**src/rtl/wisc_pkg.sv**
```systemverilog
// wisc_pkg: shared word width, NOP encoding and fetch queue depth
package wisc_pkg;
    localparam int WORD_W = 16;
    localparam logic [WORD_W-1:0] NOP_INSTR = 16'h0800;
    localparam int FQ_DEPTH = 4;
endpackage

```
**src/rtl/fetch_queue_if.sv**
```systemverilog
// fetch_queue_if: fetch/decode handshake bundle for the fetch queue
interface fetch_queue_if
    import wisc_pkg::*;
#(
    parameter int WIDTH = WORD_W
);
    logic             push;
    logic [WIDTH-1:0] instr_in;
    logic [WIDTH-1:0] pc2_in;
    logic             full;
    logic             pop;
    logic             valid_out;
    logic [WIDTH-1:0] instr_out;
    logic [WIDTH-1:0] pc2_out;
    logic             flush;
    logic             err;

    modport master (
        output push, instr_in, pc2_in, pop, flush,
        input  full, valid_out, instr_out, pc2_out, err
    );

    modport slave (
        input  push, instr_in, pc2_in, pop, flush,
        output full, valid_out, instr_out, pc2_out, err
    );
endinterface

```
**src/rtl/fq_storage.sv**
```systemverilog
// fq_storage: unreset entry array, one write port and one combinational read port
module fq_storage #(
    parameter int DEPTH = 4,
    parameter int DW    = 32,
    parameter int AW    = $clog2(DEPTH)
) (
    input  logic          clk,
    input  logic          we,
    input  logic [AW-1:0] waddr,
    input  logic [DW-1:0] wdata,
    input  logic [AW-1:0] raddr,
    output logic [DW-1:0] rdata
);
    logic [DW-1:0] mem_q [DEPTH];
    logic [DW-1:0] mem_d [DEPTH];

    // next array image: only the addressed slot changes on a write
    always_comb begin
        mem_d = mem_q;
        if (we) mem_d[waddr] = wdata;
    end

    // contents survive reset and flush; only the pointers outside decide validity
    always_ff @(posedge clk) begin
        mem_q <= mem_d;
    end

    assign rdata = mem_q[raddr];
endmodule

```
**src/rtl/fetch_queue.sv**
```systemverilog
// fetch_queue: in-order instruction/PC+2 buffer between fetch and decode, flushed on redirect
module fetch_queue
    import wisc_pkg::*;
#(
    parameter int DEPTH = FQ_DEPTH,
    parameter int WIDTH = WORD_W
) (
    input  logic             clk,
    input  logic             rst,
    fetch_queue_if.slave     bus
);
    localparam int AW = $clog2(DEPTH);
    localparam int CW = AW + 1;

    logic [AW-1:0]      rd_ptr_q, rd_ptr_d, wr_ptr_q, wr_ptr_d;
    logic [CW-1:0]      count_q, count_d;
    logic               err_q, err_d;
    logic               full, valid, do_push, do_pop;
    logic [2*WIDTH-1:0] rdata;

    assign full    = count_q == CW'(DEPTH);
    assign valid   = count_q != '0;
    assign do_push = bus.push & ~full & ~bus.flush;
    assign do_pop  = bus.pop & valid & ~bus.flush;

    // pointer/count advance; a flush squashes both sides and rewinds to empty
    always_comb begin
        rd_ptr_d = bus.flush ? '0 : rd_ptr_q + AW'(do_pop);
        wr_ptr_d = bus.flush ? '0 : wr_ptr_q + AW'(do_push);
        count_d  = bus.flush ? '0 : count_q + CW'(do_push) - CW'(do_pop);
        err_d    = ~bus.flush & ((bus.push & full) | (bus.pop & ~valid));
    end

    // state registers; reset beats flush, push and pop
    always_ff @(posedge clk) begin
        if (rst) begin
            rd_ptr_q <= '0;
            wr_ptr_q <= '0;
            count_q  <= '0;
            err_q    <= 1'b0;
        end else begin
            rd_ptr_q <= rd_ptr_d;
            wr_ptr_q <= wr_ptr_d;
            count_q  <= count_d;
            err_q    <= err_d;
        end
    end

    fq_storage #(.DEPTH(DEPTH), .DW(2 * WIDTH)) u_storage (
        .clk   (clk),
        .we    (do_push),
        .waddr (wr_ptr_q),
        .wdata ({bus.instr_in, bus.pc2_in}),
        .raddr (rd_ptr_q),
        .rdata (rdata)
    );

    assign bus.full      = full;
    assign bus.valid_out = valid;
    assign bus.instr_out = valid ? rdata[2*WIDTH-1:WIDTH] : WIDTH'(NOP_INSTR);
    assign bus.pc2_out   = valid ? rdata[WIDTH-1:0] : '0;
    assign bus.err       = err_q;
endmodule

```
**src/flat_wrapper.sv**
```systemverilog
// flat-port wrapper written by rule: the top's interface ports become plain ports
module fetch_queue_flat import wisc_pkg::*;
#(
    parameter int DEPTH = FQ_DEPTH,
    parameter int WIDTH = WORD_W
)
  (clk, rst, bus_push, bus_instr_in, bus_pc2_in, bus_pop, bus_flush, bus_full, bus_valid_out, bus_instr_out, bus_pc2_out, bus_err);
  fetch_queue_if #(.WIDTH(WIDTH)) bus_i ();
  input  logic clk;
  input  logic rst;
  input wire logic [$bits(bus_i.push)-1:0] bus_push;
  input wire logic [$bits(bus_i.instr_in)-1:0] bus_instr_in;
  input wire logic [$bits(bus_i.pc2_in)-1:0] bus_pc2_in;
  input wire logic [$bits(bus_i.pop)-1:0] bus_pop;
  input wire logic [$bits(bus_i.flush)-1:0] bus_flush;
  output wire logic [$bits(bus_i.full)-1:0] bus_full;
  output wire logic [$bits(bus_i.valid_out)-1:0] bus_valid_out;
  output wire logic [$bits(bus_i.instr_out)-1:0] bus_instr_out;
  output wire logic [$bits(bus_i.pc2_out)-1:0] bus_pc2_out;
  output wire logic [$bits(bus_i.err)-1:0] bus_err;
  assign bus_i.push = bus_push;
  assign bus_i.instr_in = bus_instr_in;
  assign bus_i.pc2_in = bus_pc2_in;
  assign bus_i.pop = bus_pop;
  assign bus_i.flush = bus_flush;
  assign bus_full = bus_i.full;
  assign bus_valid_out = bus_i.valid_out;
  assign bus_instr_out = bus_i.instr_out;
  assign bus_pc2_out = bus_i.pc2_out;
  assign bus_err = bus_i.err;
  fetch_queue #(.DEPTH(DEPTH), .WIDTH(WIDTH)) u_core (.clk(clk), .rst(rst), .bus(bus_i));
endmodule
```
**config.mk**
```make
export PLATFORM = sky130hd
export DESIGN_NAME = fetch_queue_flat
export DESIGN_NICKNAME = d
export VERILOG_FILES = /design/src/rtl/wisc_pkg.sv /design/src/rtl/fetch_queue_if.sv /design/src/rtl/fq_storage.sv /design/src/rtl/fetch_queue.sv /design/src/flat_wrapper.sv
export SDC_FILE = /design/constraint.sdc
export NUM_CORES = 1
export LEC_CHECK = 0
export CORE_UTILIZATION = 42
export CTS_CLUSTER_SIZE = 30
export DETAILED_ROUTE_END_ITERATION = 8
export SYNTH_ARGS = -nofsm -noshare
export SYNTH_HDL_FRONTEND = slang
export SYNTH_SLANG_ARGS = --single-unit
```
**constraint.sdc**
```tcl
create_clock -name clk -period 12.6 [get_ports clk]
set_input_delay 1.89 -clock clk [delete_from_list [all_inputs] [get_ports clk]]
set_output_delay 1.89 -clock clk [all_outputs]
set_load 0.03 [all_outputs]
```
**Word level (Yosys, flattened, before mapping)**

Index checks and enable logic that the tools add are counted.

- Bits in latches: 0
- Output and inout bits: 35
- Word-level logic and storage cells: 40
- Memories kept: 0
- Register bits: 136
- Input bits: 37
- Bits in writable memories: 0
- Memory bits (read-only): 0

- Bitwise operators: 13
- Shift-type cells: 0
- Add/subtract/negate cells: 4
- Order comparisons: 3
- Multiply operators: 0
- Equal/unequal tests: 1
- Div/mod/pow operators: 0
- Muxes and demuxes: 8
- Reductions and logical operators: 3

Operators with widths:

| operator | number |
|---|---|
| $bwmux W128 | 1 |
| $mux W32 | 3 |
| $bmux W32 S2 | 1 |
| $demux W32 S2 | 1 |
| $mux W16 | 2 |
| $and A1 B1 Y1 | 7 |
| $ge A3 B3 Y1 const B | 2 |
| $not A2 Y3 | 2 |
| $add A2 B1 Y2 | 2 |
| $add A3 B1 Y3 | 1 |
| $eq A3 B3 Y1 const B | 1 |
| $lt A3 B1 Y1 const B | 1 |
| $not A1 Y1 | 3 |
| $reduce_bool A3 Y1 | 1 |
| $sub A3 B1 Y3 | 1 |
| $reduce_or A2 Y1 | 1 |
| $logic_and A1 B1 Y1 | 1 |
| $or A1 B1 Y1 | 1 |

**Longest topological paths before layout**

- Depth in word-level cells: 6
- Depth in mapped cells: 7
- Mapped depth without buffers: 6

**Modules after synthesis**

From an unflattened synthesis, not the netlist that was laid out.

- Cell total of the unflattened synthesis: 252
- Area, all modules: 5323.9 um2

By module, submodules not included:

| module | area an instance (um2) | seq. area each (um2) | cells each | times used |
|---|---|---|---|---|
| fq_storage | 4689.5 | 3843.7 | 171 | 1 |
| fetch_queue | 634.4 | 160.2 | 81 | 1 |

**Least setup slack after synthesis**

No wires, ideal clock.

- Path type: input to register
- Start point: input port bus_flush
- End point: register u_core.u_storage.mem_q[32] in the netlist's numbering, enable pin
- Data required time: 12.087 ns
- Path buffers: 1
- Path slack: 6.440 ns
- Cell stages on the path: 3
- Arrival time: 5.647 ns
- Library setup time: 0.513 ns
- Cell sequence: clkbuf_1 > nand2b_1 > nor4b_1

- Cells in the longest elaborated chain, start to end: 2

Ends and longest elaborated chain:

| item | RTL line | RTL |
|---|---|---|
| start: declaration | flat_wrapper.sv:15 | `input wire logic [$bits(bus_i.flush)-1:0] bus_flush;` |
| $not A1 Y1 | fetch_queue.sv:23 | `assign do_push = bus.push & ~full & ~bus.flush;` |
| $and A1 B1 Y1 | fetch_queue.sv:23 |  |
| end signal: assignment | fq_storage.sv:25 | `mem_q <= mem_d;` |
| end: declaration | fq_storage.sv:14 | `logic [DW-1:0] mem_q [DEPTH];` |

No other way between the ends.
A chain may end at the register's enable or synchronous reset.

**Worst setup path in the final report**

- Start point: register u_core.rd_ptr_q[0]
- End point: output port bus_instr_out[4]

- Cells in the longest elaborated chain, start to end: 5

Ends and longest elaborated chain:

| item | RTL line | RTL |
|---|---|---|
| start: declaration | fetch_queue.sv:15 | `logic [AW-1:0] rd_ptr_q, rd_ptr_d, wr_ptr_q, wr_ptr_d;` |
| start signal: assignment | fetch_queue.sv:42 | `rd_ptr_q <= rd_ptr_d;` |
| $not A2 Y3 (not written as such) | fq_storage.sv:28 | `assign rdata = mem_q[raddr];` |
| $bmux W32 S2 | fq_storage.sv:28 |  |
| $mux W32 (not written as such) (2 in series) | fq_storage.sv:28 |  |
| $mux W16 | fetch_queue.sv:60 | `assign bus.instr_out = valid ? rdata[2*WIDTH-1:WIDTH] : WIDTH'(NOP_INSTR);` |
| end: declaration | flat_wrapper.sv:18 | `output wire logic [$bits(bus_i.instr_out)-1:0] bus_instr_out;` |

No other way between the ends. The select of a mux whose other input is x is not followed.

==> metrics.txt <==
status finished, final reports clean; post-route cell area 0.006838 mm²; max-slew violations 0; hold_buf cts 0; DRT Pass-1 Iters 6; Total GRT Usage 15.74%; Synth Area in Simple Gates around 6.6%; global route overflow 0; kind of critical path reg -> out; Post-Synthesis Cells between 200 and 250; RSZ-0062 raised after global routing false; post-CTS sizing 0; register area share after synthesis 74.94%; EDFF count, synth 128; clock skew around 0.0066 ns; synthesized cell area 0.005343 mm²; Achievable Freq 211.1 MHz; synth cell count leaders 128 x edfxtp_1, 34 x and2_1, 27 x mux4_2; Starting DRT DRC Count 101; RD Place Congestion 0.7087; Yosys reg bits 136; Data required, critical path ~11 ns; largest net degree at the start of global routing 35; top cell type's share of synthesized area roughly 72%; synth warn 0; Clock Sinks 136; Horiz. Die Dim 114.8 µm; Setup WS post-layout 7.862 ns; Post-DP HPWL 5.658 mm; DP Worst Slack 8.202 ns; root buffer cell clkbuf_16; Post-DRT Antenna Nets 0; setup repair bufs after CTS 0; buffers added on ports 71; Synth area leader edfxtp_1; syn nets around 290; flip-flop and latch area 0.004006 mm²; top-count cell post-synth edfxtp_1; Die Y 114.8 µm; relative slew slack 33.49%; Arrival @ worst endpoint 2.85 ns; post-synthesis compound-gate area fraction less than 1%; Synth area leaders edfxtp_1 72%, mux4_2 11%, and2_1 4.0%, dfxtp_1 3.0%, mux4_1 2.5%; routed wire length per instance 18.44 µm; H-tree Lvls 4; mux contribution to synthesized area 14.26%; initial antenna violation count 0; Max VDD drop 157.6 µV; Filler Cells Inserted 976; Clk pin slew, worst setup/hold paths 0.06 ns; Critical Path End Type output port; Hold Vio Cnt, Final 0; clk_lat worst skew 0.40 ns; post-layout min period 4.738 ns; WL final 9.422 mm; asr flop ratio synth 0%; Antenna Cells 0; Core Box Area 0.01221 mm²; clock buffer depth 2; fin crit share 37.60%; leakage power 0.002188 µW; Via density ~5.0; Vias 2566; row count 40; xor/xnor share of the synthesized area less than 1%; Final Total Pwr 1068 µW; Startpoint Class flip-flop; adder-cell share of the synthesized area less than 1%; max-cap violations 0; dpl cell area 0.006232 mm²; starting density of the core 43.75%; setup TNS 0 ns; share of cells above drive strength 1 21.28%; setup violators final 0; critical-path maximum fanout 25; NumNets Final ~370; # DRC 0; area occupied by multi-input gates 0.001245 mm²; Layout area overhead 27.99%; first-pass GRT wire length 14.65 mm; largest family of logic cells by synthesized area multiplexers; Power Density around 160 mW/mm²; TritonCTS clock tree built; Yosys cell types 30; Hold Crit Class reg -> reg; TritonCTS Buffers 17; Top Ports 72; Die ar. approximately 0.013 mm²; vias in the first global route about 2700; ys flop type edfxtp_1; average cell area after synthesis 21.46 µm²; worst slew pin tran 0.9977 ns
-- power breakdown --
group | leakage [µW] | internal, µW | switching (µW)
clock network | 0.000279 | 327 | 174
registers | 0.00123 | 502 | 2.50
logic | 0.000681 | 30.4 | 31.2
total | 0.00219 | 860 | 208
-- final timing paths --
path | startpoint | endpoint | slack [ns] | cells after the start
max | u_core.rd_ptr_q[0] | bus_instr_out[4] | 7.86 | 4
min | u_core.wr_ptr_q[1] | u_core.wr_ptr_q[1] | 0.63 | 2
max reg2reg | u_core.count_q[2] | u_core.count_q[2] | 10.21 | 6
min reg2reg | u_core.wr_ptr_q[1] | u_core.wr_ptr_q[1] | 0.63 | 2
-- area by class of cell --
| type | count | area share (%) |
|---|---|---|
| clock inverter | 12 | 2.635 |
| sequential | 136 | 58.59 |
| timing repair buffer | 78 | 11.16 |
| clock buffer | 17 | 6.221 |
| inverter | 2 | 0.1098 |
| multi-input combinational | 98 | 18.21 |
| tap | 168 | 3.074 |
-- cell families (layout without fill, tap and decap cells) --
family,count (synthesis),in the layout
AO/OA/AOI/OAI,4,4
flip-flops,136,136
multiplexers,34,34
AND/OR/NAND/NOR,55,55
adder cells (fa/ha/maj),3,3
XOR/XNOR,2,2
buffers and inverters,15,109
-- layout by cell type, fill, tap and decap left out, types with 2 or more instances in the layout --
cell | netlist | routed
inv_1 | 2 | 2
ha_1 | 2 | 2
edfxtp_1 | 128 | 128
nor3b_1 | 3 | 3
and2_1 | 34 | 34
nor4b_2 | 0 | 2
clkinvlp_4 | 0 | 5
clkbuf_16 | 0 | 17
dfxtp_1 | 8 | 6
clkdlybuf4s50_1 | 0 | 71
mux4_2 | 27 | 27
buf_4 | 0 | 7
mux4_1 | 5 | 5
clkinv_4 | 0 | 2
dfxtp_2 | 0 | 2
nor3_1 | 5 | 5
or2_2 | 2 | 2
nor2_1 | 2 | 2
nand2b_1 | 2 | 2
bufinv_16 | 0 | 4
mux2_2 | 2 | 2
-- worst max-delay path: stages, from the launching register on --
cell and delay, ns:
dfxtp_2 0.55, buf_4 0.50, mux4_1 0.61, and2_1 0.18, clkdlybuf4s50_1 0.59
-- registers in the layout, indices dropped and copies added, names as in the netlist --
name and cells:
u_core.u_storage.mem_q 128, u_core.count_q 3, u_core.rd_ptr_q 2, u_core.wr_ptr_q 2
u_core.bus.err 1
-- per-stage QoR --
step                      util (%)  std cells  hold slack, ns
final                        55.99        511          0.6294
after floorplan                  -        249          0.5469
after CTS                    55.99        511          0.6328
after global placement       51.03        482          0.6096
after global routing         55.99        511          0.6554
after detailed placement     51.03        482          0.6146
-- layer usage --
layer,wire [µm],global-route usage (%)
met5,0,0
met4,74,4.416
met3,493,5.640
met1,4081,19.77
met2,4771,26.02
No activity file was read; power rests on OpenSTA's default activity.
